File: config.mk
export PLATFORM = sky130hd
export DESIGN_NAME = imem_loader
export DESIGN_NICKNAME = d
export VERILOG_FILES = /design/src/rtl/imem_loader.sv
export SDC_FILE = /design/constraint.sdc
export NUM_CORES = 1
export LEC_CHECK = 0
export ABC_AREA = 1
export BUFFER_PORTS_ARGS = -buffer_cell sky130_fd_sc_hd__buf_2
export CORE_UTILIZATION = 50
export CTS_BUF_LIST = sky130_fd_sc_hd__clkbuf_16
export DETAILED_ROUTE_END_ITERATION = 7
export HOLD_SLACK_MARGIN = 0.12
export PLACE_DENSITY = 0.68
export REMOVE_ABC_BUFFERS = 1
export SLEW_MARGIN = 5
export SYNTH_ARGS = -nofsm -noshare
export SYNTH_HDL_FRONTEND = slang
export SYNTH_SLANG_ARGS = --single-unit
File: constraint.sdc
create_clock -name clk -period 2.4 [get_ports clk]
set_input_delay 0.24 -clock clk [delete_from_list [all_inputs] [get_ports clk]]
set_output_delay 0.24 -clock clk [all_outputs]
set_load 0.01 [all_outputs]
File: src/rtl/imem_loader.sv
`timescale 1ns/1ps
// imem_loader: length-prefixed byte stream -> 32-bit instruction memory writes; holds the core in reset while loading.
// Optional trailing checksum byte (CHECK/ERR states) enabled by defining IMEM_LOADER_CHECKSUM_EN.
module imem_loader #(
  parameter int unsigned ADDR_W    = 8,
  parameter int unsigned WORD_W    = 32,
  parameter bit          BOOT_HOLD = 1'b1
) (
  input  logic              clk,
  input  logic              rst_n,
  input  logic              load_start,
  input  logic [7:0]        rx_data,
  input  logic              rx_valid,
  output logic              rx_ready,
  output logic              imem_we,
  output logic [ADDR_W-1:0] imem_addr,
  output logic [WORD_W-1:0] imem_wdata,
  output logic              core_rst_n,
  output logic              busy,
  output logic              done,
  output logic              err
);

  typedef enum logic [2:0] {IDLE, COUNT, DATA, WRITE, CHECK, DONE, ERR} state_t;

  localparam int unsigned MAX_IDX = (1 << ADDR_W) - 1;

  state_t            state, state_d;
  logic [ADDR_W-1:0] idx, idx_d;
  logic [ADDR_W-1:0] last_idx, last_idx_d;
  logic [ADDR_W-1:0] addr_d;
  logic [1:0]        byte_cnt, byte_cnt_d;
  logic [WORD_W-1:0] shreg, shreg_d;
  logic [WORD_W-1:0] wdata_d;
  logic [7:0]        n_m1;
  logic              xfer;
  logic              rx_ready_d, we_d, busy_d, done_d, core_rst_n_d;
`ifdef IMEM_LOADER_CHECKSUM_EN
  logic [7:0]        sum, sum_d;
  logic              err_d;
`endif

  assign xfer = rx_valid & rx_ready;
  // N=0 wraps to 255 here, so one clamp covers both the 256-word case and narrow memories.
  assign n_m1 = rx_data - 8'd1;

  always_comb begin
    // NOTE: every variable written here gets a default first, so no path can infer a latch.
    state_d    = state;
    idx_d      = idx;
    last_idx_d = last_idx;
    byte_cnt_d = byte_cnt;
    shreg_d    = shreg;
    addr_d     = imem_addr;
    wdata_d    = imem_wdata;
`ifdef IMEM_LOADER_CHECKSUM_EN
    sum_d      = sum;
`endif

    case (state)
      IDLE, DONE, ERR: begin
        if (load_start) begin
          state_d    = COUNT;
          idx_d      = '0;
          byte_cnt_d = '0;
          shreg_d    = '0;
`ifdef IMEM_LOADER_CHECKSUM_EN
          sum_d      = '0;
`endif
        end
      end
      COUNT: begin
        if (xfer) begin
          last_idx_d = (32'(n_m1) > MAX_IDX) ? ADDR_W'(MAX_IDX) : ADDR_W'(n_m1);
          state_d    = DATA;
        end
      end
      DATA: begin
        if (xfer) begin
          shreg_d    = {shreg[WORD_W-9:0], rx_data};
          byte_cnt_d = byte_cnt + 2'd1;
`ifdef IMEM_LOADER_CHECKSUM_EN
          sum_d      = sum + rx_data;
`endif
          if (byte_cnt == 2'd3) begin
            state_d = WRITE;
            addr_d  = idx;
            wdata_d = {shreg[WORD_W-9:0], rx_data};
          end
        end
      end
      WRITE: begin
        // The index saturates at the last word instead of wrapping back to 0.
        if (idx == last_idx) begin
`ifdef IMEM_LOADER_CHECKSUM_EN
          state_d = CHECK;
`else
          state_d = DONE;
`endif
        end else begin
          idx_d   = idx + ADDR_W'(1);
          state_d = DATA;
        end
      end
`ifdef IMEM_LOADER_CHECKSUM_EN
      CHECK: begin
        if (xfer) state_d = (rx_data == sum) ? DONE : ERR;
      end
`endif
      default: state_d = IDLE;
    endcase

    rx_ready_d = (state_d == COUNT) || (state_d == DATA) || (state_d == CHECK);
    busy_d     = rx_ready_d || (state_d == WRITE);
    we_d       = (state_d == WRITE);
    done_d     = (state_d == DONE);
`ifdef IMEM_LOADER_CHECKSUM_EN
    err_d      = (state_d == ERR);
`endif

    // Core reset: low throughout a load, high only after success; ERR keeps it low.
    core_rst_n_d = core_rst_n;
    if (busy_d)                core_rst_n_d = 1'b0;
    else if (state_d == DONE)  core_rst_n_d = 1'b1;
  end

  // NOTE: sequential state uses non-blocking assignments so every register samples pre-edge values.
  always_ff @(posedge clk or negedge rst_n) begin
    if (!rst_n) begin
      state      <= IDLE;
      idx        <= '0;
      last_idx   <= '0;
      byte_cnt   <= '0;
      shreg      <= '0;
      rx_ready   <= 1'b0;
      imem_we    <= 1'b0;
      imem_addr  <= '0;
      imem_wdata <= '0;
      busy       <= 1'b0;
      done       <= 1'b0;
      core_rst_n <= ~BOOT_HOLD;
    end else begin
      state      <= state_d;
      idx        <= idx_d;
      last_idx   <= last_idx_d;
      byte_cnt   <= byte_cnt_d;
      shreg      <= shreg_d;
      rx_ready   <= rx_ready_d;
      imem_we    <= we_d;
      imem_addr  <= addr_d;
      imem_wdata <= wdata_d;
      busy       <= busy_d;
      done       <= done_d;
      core_rst_n <= core_rst_n_d;
    end
  end

`ifdef IMEM_LOADER_CHECKSUM_EN
  always_ff @(posedge clk or negedge rst_n) begin
    if (!rst_n) begin
      sum <= '0;
      err <= 1'b0;
    end else begin
      sum <= sum_d;
      err <= err_d;
    end
  end
`else
  assign err = 1'b0;
`endif

endmodule
Yosys cells after proc, flatten, opt, wreduce, memory -nomap -nowiden
Cells that the tools add are included.
Widths: inputs -> output; s select.

word-level totals
  output and inout bits = 46
  input bits = 12
  register bits after elaboration = 90
  logic and storage cells = 60

operators by class
  bitwise logic cells = 1
  $add $sub $neg = 3
  equality and inequality tests = 15
  reductions and logical operators = 12
  muxes and demuxes = 17

operators by type and width
  kind                 number
  $mux 24              2
  $pmux 24 s2          1
  $mux 8               2
  $pmux 8 s2           1
  $mux 3               5
  $eq 3x2->1 const B   4
  $eq 3x3->1 const B   4
  $pmux 3 s4           1
  $reduce_and 3->1     3
  $add 8x1->8 const B  1
  $eq 8x8->1           1
  $sub 8x1->8 const B  1
  $eq 3x1->1 const B   2
  $ne 2x2->1 const B   3
  $reduce_bool 2->1    3
  $mux 2               2
  $pmux 2 s2           1
  $logic_not 3->1      1
  $logic_or 1x1->1     3
  $reduce_or 3->1      1
  $add 2x1->2 const B  1
  $eq 2x2->1 const B   1
  $mux 1               2
  $reduce_and 2->1     1
  $and 1x1->1          1

Depth between registers and ports, before layout
Gate-level depths: netlist of the first run.

  depth after elaboration = 9
  depth in mapped cells = 13

Worst setup path after synthesis of the first run
OpenSTA, ideal clock, no wires.

  kind = register to register
  start point = register state[0]
  end point = register core_rst_n
  library setup time = 0.118 ns
  cell stages (with the launch flop) = 13
  path slack = 0.972 ns
  path buffers = 0
  data arrival time = 1.311 ns
  path through = dfrtp_1 -> inv_2 -> nand3_1 -> nor2_2 -> nor2_1 -> nand2_1 -> clkinv_1 -> nand2_2 -> inv_1 -> nand2_1 -> nand2_2 -> nand3_1 -> nand2_1

on the way
  elaborated cells on any way between the ends = 22
  classes of those cells = 10 x eq/ne; 6 x mux; 6 x reduce/logical

RTL lines
  element                                      RTL line  source
  from (decl)                                  28        state_t state, state_d;
  from (signal assigned)                       143       state <= state_d;
  $eq 3x3->1, or another cell as far along     60        case (state)
  $reduce_or 3->1 or $mux 3 (tied branches)    60, 79
  $pmux 3 s4 *                                 60
  $eq 3x2->1 *                                 --
  via we_d                                     37        logic rx_ready_d, we_d, busy_d, done_d, core_rst_n_d;
  $logic_or 1x1->1 *                           114       busy_d = rx_ready_d || (state_d == WRITE);
  $mux 1 or $reduce_bool 2->1 (tied branches)  --
  to (signal assigned)                         141       core_rst_n <= ~BOOT_HOLD;
  to (signal assigned)                         154       core_rst_n <= core_rst_n_d;
  to (decl)                                    18        output logic core_rst_n,

Mark *: on every way through the listed nets, which the timed path passes. The rest lies on a longest branch.
A chain may end at the register's enable or synchronous reset.

Worst setup path after layout of the first run
  start point = register state[2]
  end point = register imem_wdata[23]

on the way
  cells in the longest elaborated chain, start to end = 2

RTL lines
  element                     RTL line  source
  $eq 3x2->1                  60
  $reduce_and 3->1 (no line)  --
  to (signal assigned)        151       imem_wdata <= wdata_d;
  to (decl)                   17        output logic [WORD_W-1:0] imem_wdata,

No other way between the ends.

==> metrics.cfg, run 1 <==
[outcome]
status = finished, final reports clean

[clock_network]
cts-root-buf = clkbuf_16
clock_path_buffers = 2
cts_max_level = 3
clkSinkCount = 90
clkTransAtPathRegs_ps = 60
insertion_delay_ps = 330
cts_buffers = 9
cts_tree = done

[floorplan]
start_util_pct = 52.2
die_y_microns = 89.5
row_count = 31
die_w_microns = 89.5
ios = 58
dieArea_sq_um = 8010
core_area_sq_um = 7330

[sta]
worst_slew_pin_slew_ps = 1110
fmax_mhz = 501
relSlewSlack_pct = 26.0
finalHoldViolCount = 0
clock_skew_ps = 3.41
min_period_ps = 2000
drv_slew = 0
setup_viol = 0
rsz0062_at_grt = no
finalHoldWorstSlack_ps = 144
final.setup.tns_ps = 0
period_share_pct = 83.2

[global_routing]
track_usage_pct = 20.9
grt_use_met3_pct = 4.71
grt_use_met2_pct = 32.2
grt_pass1_vias = 2563
grt_pass1_wl_mm = 12.4
antenna_found_initial = 0
grt_overflow = 0
busiest_layer = met2
use_met1_pct = 28.9
grt_max_degree = 83

[placed_design]
portBuffers = 56
placed_cells = 545
routabilityCongestion = 0.853
dpl.hpwl_mm = 4.92
placed_area_sq_um = 4160

[finish]
layout-drive-gt1-share_pct = 20.7
antenna_cells = 0
fin_area_sq_um = 4490
fillers = 647
num-nets-final = 473
fin_cells = 562
areaGrowthSynthToFinish_pct = 17.3
final_util_pct = 61.3

[detailed_routing]
viasPerCell = 5.13
wl_per_cell_microns = 13.3
first_pass_iters = 4
post-route-drc-count = 0
wl_mm = 7.45
num_vias = 2882
drtAntennaViolNets = 0
drtIter0Drc = 131

[worst_hold_path]
hold_depth = 2
hold_path.startpoint = rx_data[0]
holdCritPathClass = in -> reg
hold-path-endpoint = last_idx[0]$_DFFE_PN0P_

[setup_path]
cp-start-kind = register
cp.required_ps = 2560
reg2reg_depth = 5
path_class = reg -> reg
critPathMaxFanout = 82
r2r_end = imem_wdata[23]$_DFFE_PN0P_
worst_setup_path_end_kind = register
reg2reg_slack_ps = 400
crit_arrival_ps = 2160
worstReg2RegStart = state[2]$_DFF_PN0_

[synth]
synth_edf_count = 0
ys_types = 33
syn_area_per_cell_sq_um = 9.47
syn_inst = 404
yosysSeqAreaShare_pct = 58.8
ys.flop_type = dfrtp_1
netlist_area_sq_um = 3830
synth-seq-cells = 90
async_reset_ff_share_pct = 100
synth_warnings = 0

[power_and_ir_drop]
power.leakage_nw = 2.27
clkPwrFrac_pct = 32.3
internal_power_w = 0.00310
power_frac_seq_pct = 42.4
ir_drop_mv = 0.525
share_comb_of_total_power_pct = 25.3
power.density_nw_per_um2 = 1030
switching_share_pct = 32.9
p_sw_w = 0.00152

[run]
cap_viol_max_count = 0

-- flip-flops by register name, indices dropped and copies added, names as in the netlist --
signal	cells
state	3
idx	8
imem_wdata	32
rx_ready	1
last_idx	8
imem_addr	8
done	1
byte_cnt	2
busy	1
core_rst_n	1
imem_we	1
shreg	24
-- power groups by stage --
stage                     sequential, W  clock [W]  combinational (W)
after detailed placement        0.00198          0            0.00117
after global placement          0.00197          0            0.00114
after global routing            0.00199    0.00159            0.00133
after floorplan                 0.00197          0           0.000848
final                           0.00196    0.00149            0.00117
after CTS                       0.00196    0.00152            0.00118
-- metrics by stage --
stage                     worst slack [ps]  total power [W]
after floorplan                        826          0.00282
after global placement                 549          0.00311
after detailed placement               439          0.00314
after CTS                              397          0.00466
after global routing                   133          0.00491
final                                  403          0.00462
-- synthesized netlist by cell type, types with 2 or more instances --
cell type / instances / area (sq um)
o22ai_2: 3 / 37.5
o21ai_1: 5 / 25.0
nand2_1: 81 / 304
inv_2: 7 / 26.3
nand4_1: 4 / 25.0
buf_6: 3 / 33.8
dfrtp_1: 90 / 2250
nand3_1: 10 / 50.1
inv_1: 57 / 214
o22ai_1: 21 / 131
o21ai_2: 4 / 35.0
a31oi_1: 2 / 12.5
xnor2_1: 5 / 43.8
a21oi_1: 6 / 30.0
nand3_2: 2 / 20.0
o21ai_0: 48 / 240
xor2_1: 8 / 70.1
clkbuf_1: 5 / 18.8
buf_2: 6 / 30.0
nand2_2: 3 / 18.8
nor2_1: 20 / 75.1
ha_1: 3 / 37.5
-- metal layers --
metal / up-vias / routed length, microns
met2: 67 / 3500
li1: 1408 / -
met4: 0 / 107
met3: 10 / 293
met1: 1397 / 3540
met5: - / 0
-- placed cells by master (no fill, tap or decap), types with 2 or more instances in the layout --
cell and instances:
dfrtp_1 90, nand2_1 81, inv_1 57, buf_2 55, o21ai_0 48, o22ai_1 21
nor2_1 20, nand3_1 10, clkbuf_16 9, xor2_1 8, inv_2 7, a21oi_1 6
xnor2_1 5, o21ai_1 5, o21ai_2 4, nand4_1 4, nand2_2 3, o22ai_2 3
ha_1 3, nand3_2 2, clkinv_1 2, a31oi_1 2, bufinv_16 2, inv_6 2
clkinv_2 2
-- critical path: stages (launching register included) --
cell and delay, ps:
dfrtp_1 480, inv_2 100, nand3_1 130, nor2_2 80, inv_2 800, o21ai_0 210
-- layout make-up --
class                           instances  area (sq um)  area share (%)
Inverter                               65           244            5.43
Clock buffer                            9           225            5.02
Clock inverter                          7          91.3            2.03
Multi-Input combinational cell        234          1240            27.6
Timing Repair Buffer                   58           313            6.97
Sequential cell                        90          2250            50.2
Tap cell                               99           124            2.76
-- how the worst max path moves through the flow --
stage	startpoint	to	slack, ps	cells past startpoint
after floorplan	state[2]$_DFF_PN0_	imem_addr[0]$_DFFE_PN0P_	830	5
after global placement	state[2]$_DFF_PN0_	imem_addr[2]$_DFFE_PN0P_	550	5
after detailed placement	state[2]$_DFF_PN0_	imem_wdata[7]$_DFFE_PN0P_	440	5
after CTS	state[2]$_DFF_PN0_	imem_wdata[13]$_DFFE_PN0P_	400	5
after global routing	state[2]$_DFF_PN0_	imem_wdata[13]$_DFFE_PN0P_	130	5
final	state[2]$_DFF_PN0_	imem_wdata[23]$_DFFE_PN0P_	400	5
-- cells by family after synthesis --
logic type / count (synthesis) / share of synthesized area, %
buffers and inverters: 80 / 8.73
and+or+nand+nor: 126 / 14.4
xor gates and xnor gates: 13 / 2.97
AOI/OAI and AO/OA: 91 / 14.0
other: 1 / 0.0980
adders and majority gates: 3 / 0.981
DFF: 90 / 58.8
-- what timing repair did --
action | 4_1_cts | 5_1_grt
resized for setup | 0 | 0
hold buffers | 1 | 0
endpoints found under the hold margin | 43 | 0
buffers inserted | 0 | 0
(Power assumes the default switching activity.)
==> run 2, diff against run 1 <==
Settings changed: PLACE_DENSITY 0.68 to 0.71.
Clock period 2.4 ns to 1.77 ns, I/O delays scaled along.
==> metrics.cfg, run 2 (synthesized netlist as in run 1, its figures left out) <==
[floorplan]
row_count = 31  ; unchanged
core_area_sq_um = 7330  ; unchanged
die_w_microns = 89.5  ; unchanged
start_util_pct = 52.2  ; unchanged
dieArea_sq_um = 8010  ; unchanged
die_y_microns = 89.5  ; unchanged
ios = 58  ; unchanged

[sta]
min_period_ps = 1620  ; -382 ps
relSlewSlack_pct = 64.9  ; +39 points
fmax_mhz = 619  ; +24%
drv_slew = 0  ; unchanged
period_share_pct = 91.3  ; +8.1 points
setup_viol = 0  ; unchanged
clock_skew_ps = 6.46  ; +3.05 ps
finalHoldViolCount = 0  ; unchanged
rsz0062_at_grt = no
final.setup.tns_ps = 0  ; unchanged
worst_slew_pin_slew_ps = 527  ; -581 ps

[global_routing]
grt_max_degree = 47  ; -43%
track_usage_pct = 20.9  ; +0.030 points
antenna_found_initial = 0  ; unchanged
grt_pass1_vias = 2648  ; +3.3%
grt_use_met2_pct = 33.4  ; +1.2 points
grt_overflow = 0  ; unchanged
grt_use_met3_pct = 4.99  ; +0.28 points
busiest_layer = met2
use_met1_pct = 28.0  ; -0.89 points
grt_pass1_wl_mm = 12.6  ; +0.84%

[placed_design]
dpl.hpwl_mm = 5.17  ; +5.2%
portBuffers = 56  ; unchanged
routabilityCongestion = 0.830  ; -2.7%

[clock_network]
insertion_delay_ps = 330  ; about the same
clock_path_buffers = 2  ; unchanged
clkTransAtPathRegs_ps = 60  ; about the same
cts_max_level = 3  ; unchanged
clkSinkCount = 90  ; unchanged
cts_tree = done
cts-root-buf = clkbuf_16
cts_buffers = 9  ; unchanged

[finish]
top_regs = imem_wdata: 32 flops, shreg: 24 flops
areaGrowthSynthToFinish_pct = 19.1
largest_register = imem_wdata
mostFrequentLayoutCells = dfrtp_1, nand2_1, inv_1
largest_reg_flops = 32  ; unchanged
num-nets-final = 485  ; +2.5%
final_util_pct = 62.2  ; +0.94 points
final_common_cell = dfrtp_1
antenna_cells = 0  ; unchanged
fillers = 649  ; +0.31%
layout-drive-gt1-share_pct = 22.6  ; +1.8 points

[worst_hold_path]
hold_path.startpoint = rx_data[5]
hold-path-endpoint = last_idx[5]$_DFFE_PN0P_
holdCritPathClass = in -> reg
hold_depth = 3  ; +1

[run]
cap_viol_max_count = 0  ; unchanged

[detailed_routing]
viasPerCell = 4.96  ; -3.2%
wl_mm = 7.55  ; +1.3%
post-route-drc-count = 0  ; unchanged
drtAntennaViolNets = 0  ; unchanged
wl_per_cell_microns = 13.2  ; -0.63%
first_pass_iters = 4  ; unchanged
num_vias = 2843  ; -1.4%
drtIter0Drc = 138  ; +5.3%

[setup_path]
r2r_end = core_rst_n$_DFFE_PN0P_
path_class = reg -> reg
cp-start-kind = register
reg2reg_depth = 12  ; +7
worstReg2RegStart = state[2]$_DFF_PN0_
reg2reg_slack_ps = 150  ; -250 ps
critPathMaxFanout = 5  ; -94%
crit_start = state[2]$_DFF_PN0_
cp.required_ps = 1990  ; -570 ps
worst_setup_path_end_kind = register
crit_arrival_ps = 1840  ; -320 ps

[power_and_ir_drop]
power.density_nw_per_um2 = 1350  ; +31%
ir_drop_mv = 0.782  ; +49%
power.leakage_nw = 2.29  ; +1.2%

[outcome]
status = finished, final reports clean

## run 2: changes by cell type in the layout (fill, tap and decap cells not counted), sizes merged
cell | before | now
buf | 57 | 67
clkinv | 4 | 1
clkinvlp | 0 | 3
bufinv | 2 | 0
dlygate4sd3 | 1 | 3
inv | 66 | 67
## run 2: critical path, stage by stage (launching register included)
cell	delay (ps)
dfrtp_1	470
inv_2	130
nand3_1	150
nor2_4	190
nor2_1	70
nand2_1	70
clkinv_1	70
nand2_2	80
inv_1	40
nand2_1	70
nand2_2	60
nand3_1	60
nand2_1	50
## run 2: layer usage
layer | part of all wire [%] | up-vias
li1 | - | 1430
met1 | 48 | 1353
met2 | 47 | 53
met3 | 4.3 | 7
met4 | 0.85 | 0
met5 | 0 | -
## run 2: through the flow
step | instance area, sq um | cells | setup slack (ps) | power [W] | hold slack, ps
2_1_floorplan | 3740 | 389 | 196 | 0.00382 | -119
3_5_place_dp | 4240 | 553 | 161 | 0.00437 | 198
3_3_place_gp | 4240 | 553 | 236 | 0.00432 | 199
4_1_cts | 4540 | 571 | 135 | 0.00613 | 142
5_1_grt | 4560 | 573 | 12.5 | 0.00650 | 168
6_report | 4560 | 573 | 155 | 0.00614 | 151
## run 2: power by group
| group | switching (W) | internal (W) |
|---|---|---|
| Sequential | 0.000220 | 0.00243 |
| Combinational | 0.00108 | 0.000677 |
| Clock | 0.000786 | 0.000948 |
## run 2: area by class of cell
| class | instances | area [sq um] | share of cell area (%) |
|---|---|---|---|
| clock buffers | 9 | 225 | 4.94 |
| clock inverters | 6 | 43.8 | 0.960 |
| inverters | 65 | 244 | 5.35 |
| multi-input cells | 234 | 1250 | 27.4 |
| flip-flops and latches | 90 | 2250 | 49.4 |
| well taps | 99 | 124 | 2.72 |
| repair buffers | 70 | 420 | 9.22 |
## run 2: worst max path at each step
stage                                     endpoint  slack (ps)
after floorplan           imem_addr[0]$_DFFE_PN0P_         200
after global placement      core_rst_n$_DFFE_PN0P_         240
after detailed placement        idx[6]$_DFFE_PN0P_         160
after CTS                   core_rst_n$_DFFE_PN0P_         130
after global routing       last_idx[6]$_DFFE_PN0P_          10
final                       core_rst_n$_DFFE_PN0P_         150
## run 2: repair_timing
| item | CTS | global route |
|---|---|---|
| resized for setup | 0 | 3 |
| hold buffers | 3 | 0 |
| hold endpoints to repair | 41 | 0 |
| setup endpoints to repair | 0 | 5 |
| buffers inserted | 0 | 2 |
==> run 3, diff against run 2 <==
Settings changed: CORE_ASPECT_RATIO set to 1.5, CORE_UTILIZATION 50 to 51, PLACE_DENSITY 0.71 to 0.73, SKIP_LAST_GASP set to 1.
==> metrics.cfg, run 3 (synthesized netlist as in run 1, its figures left out) <==
[outcome]
status = finished, final reports clean

[floorplan]
core_area_sq_um = 7230  ; -1.4%
dieArea_sq_um = 7860  ; -1.8%
die_w_microns = 72.7  ; -19%
ios = 58  ; unchanged
row_count = 38  ; +23%
die_y_microns = 108  ; +21%
start_util_pct = 53.0  ; +0.75 points

[global_routing]
grt_max_degree = 47  ; unchanged
grt_overflow = 0  ; unchanged
antenna_found_initial = 0  ; unchanged
grt_pass1_vias = 2859  ; +8.0%
grt_pass1_wl_mm = 12.7  ; +0.82%
track_usage_pct = 21.2  ; +0.32 points

[sta]
final.setup.tns_ps = 0  ; unchanged
finalHoldViolCount = 0  ; unchanged
fmax_mhz = 619  ; about the same
clock_skew_ps = 4.71  ; -1.75 ps
setup_viol = 0  ; unchanged
period_share_pct = 91.2  ; about the same
rsz0062_at_grt = no
drv_slew = 0  ; unchanged
min_period_ps = 1610  ; -1.13 ps

[worst_hold_path]
holdCritPathClass = in -> reg
hold_depth = 3  ; unchanged

[detailed_routing]
wl_per_cell_microns = 13.1  ; -0.37%
drtIter0Drc = 180  ; +30%
first_pass_iters = 4  ; unchanged
viasPerCell = 5.01  ; +1.1%
wl_mm = 7.52  ; -0.37%
post-route-drc-count = 0  ; unchanged
num_vias = 2873  ; +1.1%
drtAntennaViolNets = 0  ; unchanged

[clock_network]
cts_buffers = 9  ; unchanged
cts_max_level = 3  ; unchanged
clkTransAtPathRegs_ps = 60  ; about the same
cts_tree = done
clkSinkCount = 90  ; unchanged
insertion_delay_ps = 330  ; about the same
clock_path_buffers = 2  ; unchanged
cts-root-buf = clkbuf_16

[placed_design]
routabilityCongestion = 0.922  ; +11%
dpl.hpwl_mm = 5.31  ; +2.6%
portBuffers = 56  ; unchanged

[finish]
final_util_pct = 63.3  ; +1.1 points
layout-drive-gt1-share_pct = 21.6  ; -1.0 points
final_common_cell = dfrtp_1
largest_reg_flops = 32  ; unchanged
mostFrequentLayoutCells = dfrtp_1, nand2_1, inv_1
num-nets-final = 484  ; -0.21%
areaGrowthSynthToFinish_pct = 19.5
largest_register = imem_wdata
top_regs = imem_wdata: 32 flops, shreg: 24 flops
antenna_cells = 0  ; unchanged

[setup_path]
critPathMaxFanout = 4  ; -1
cp-start-kind = primary input
crit_arrival_ps = 1870  ; +30 ps
reg2reg_depth = 7  ; -5
path_class = in -> reg
cp.required_ps = 2030  ; +40 ps
worst_setup_path_end_kind = register

[power_and_ir_drop]
ir_drop_mv = 0.861  ; +10%
power.leakage_nw = 2.31  ; +0.76%
power.density_nw_per_um2 = 1360  ; +0.83%

[run]
cap_viol_max_count = 0  ; unchanged

## run 3: cell types whose count changed in the layout (fill, tap and decap cells not counted)
cell and change:
dlygate4sd3_1 +1, buf_12 +1, clkinvlp_4 -3, inv_6 -2, bufinv_16 +1, clkinv_2 +2
buf_4 -3, inv_1 +2, clkinv_1 +1, inv_2 -1
## run 3: area by class of cell
class | instances | area, sq um
multi-input combinational | 234 | 1250
sequential | 90 | 2250
tap | 100 | 125
inverter | 65 | 244
timing repair buffer | 69 | 428
clock inverter | 6 | 51.3
fill | 626 | 2650
clock buffer | 9 | 225
## run 3: stage by stage
| stage | hold slack (ps) | std cells | setup slack [ps] | area, sq um | power [W] |
|---|---|---|---|---|---|
| final | 149 | 573 | 156 | 4580 | 0.00621 |
| after global routing | 161 | 573 | 26.9 | 4580 | 0.00657 |
| after CTS | 139 | 572 | 154 | 4550 | 0.00617 |
| after detailed placement | 71.4 | 553 | 176 | 4230 | 0.00437 |
| after global placement | 64.5 | 553 | 213 | 4230 | 0.00432 |
| after floorplan | -119 | 389 | 196 | 3740 | 0.00382 |
## run 3: report_power, final
part           switching [W]  internal, W
clock               0.000716      0.00106
sequential          0.000223      0.00243
combinational        0.00108     0.000701
total                0.00202      0.00420
## run 3: path summary, 6_finish.rpt
check	from	to	slack, ps
max	rx_data[0]	last_idx[6]$_DFFE_PN0P_	160
min	rx_data[2]	last_idx[2]$_DFFE_PN0P_	150
max reg2reg	state[0]$_DFF_PN0_	shreg[2]$_DFFE_PN0P_	180
min reg2reg	imem_addr[2]$_DFFE_PN0P_	imem_addr[2]$_DFFE_PN0P_	480
max in group asynchronous	rst_n	imem_wdata[26]$_DFFE_PN0P_	870
min in group asynchronous	rst_n	imem_wdata[17]$_DFFE_PN0P_	290
## run 3: layer usage
| layer | global-route usage [%] | wire (microns) | part of all wire (%) | up-vias |
|---|---|---|---|---|
| li1 | - | - | - | 1421 |
| met1 | 25.0 | 3080 | 41 | 1392 |
| met2 | 36.6 | 4030 | 54 | 45 |
| met3 | 4.19 | 197 | 2.6 | 15 |
| met4 | 10.4 | 217 | 2.9 | 0 |
| met5 | 0 | 0 | 0 | - |
## run 3: timing repair
item                       CTS  global route
setup buffers                0             1
hold buffers                 4             0
hold endpoints to repair    93             0
setup endpoints to repair    0             5
gates resized for setup      0             2
## run 3: critical path, stage by stage
cell and delay (ps):
dlygate4sd3_1 550, buf_2 130, inv_1 110, ha_1 160, inv_1 50, nor2_1 130, inv_1 80, nor2_1 140
nand2_1 80, xor2_1 140, o21ai_0 130
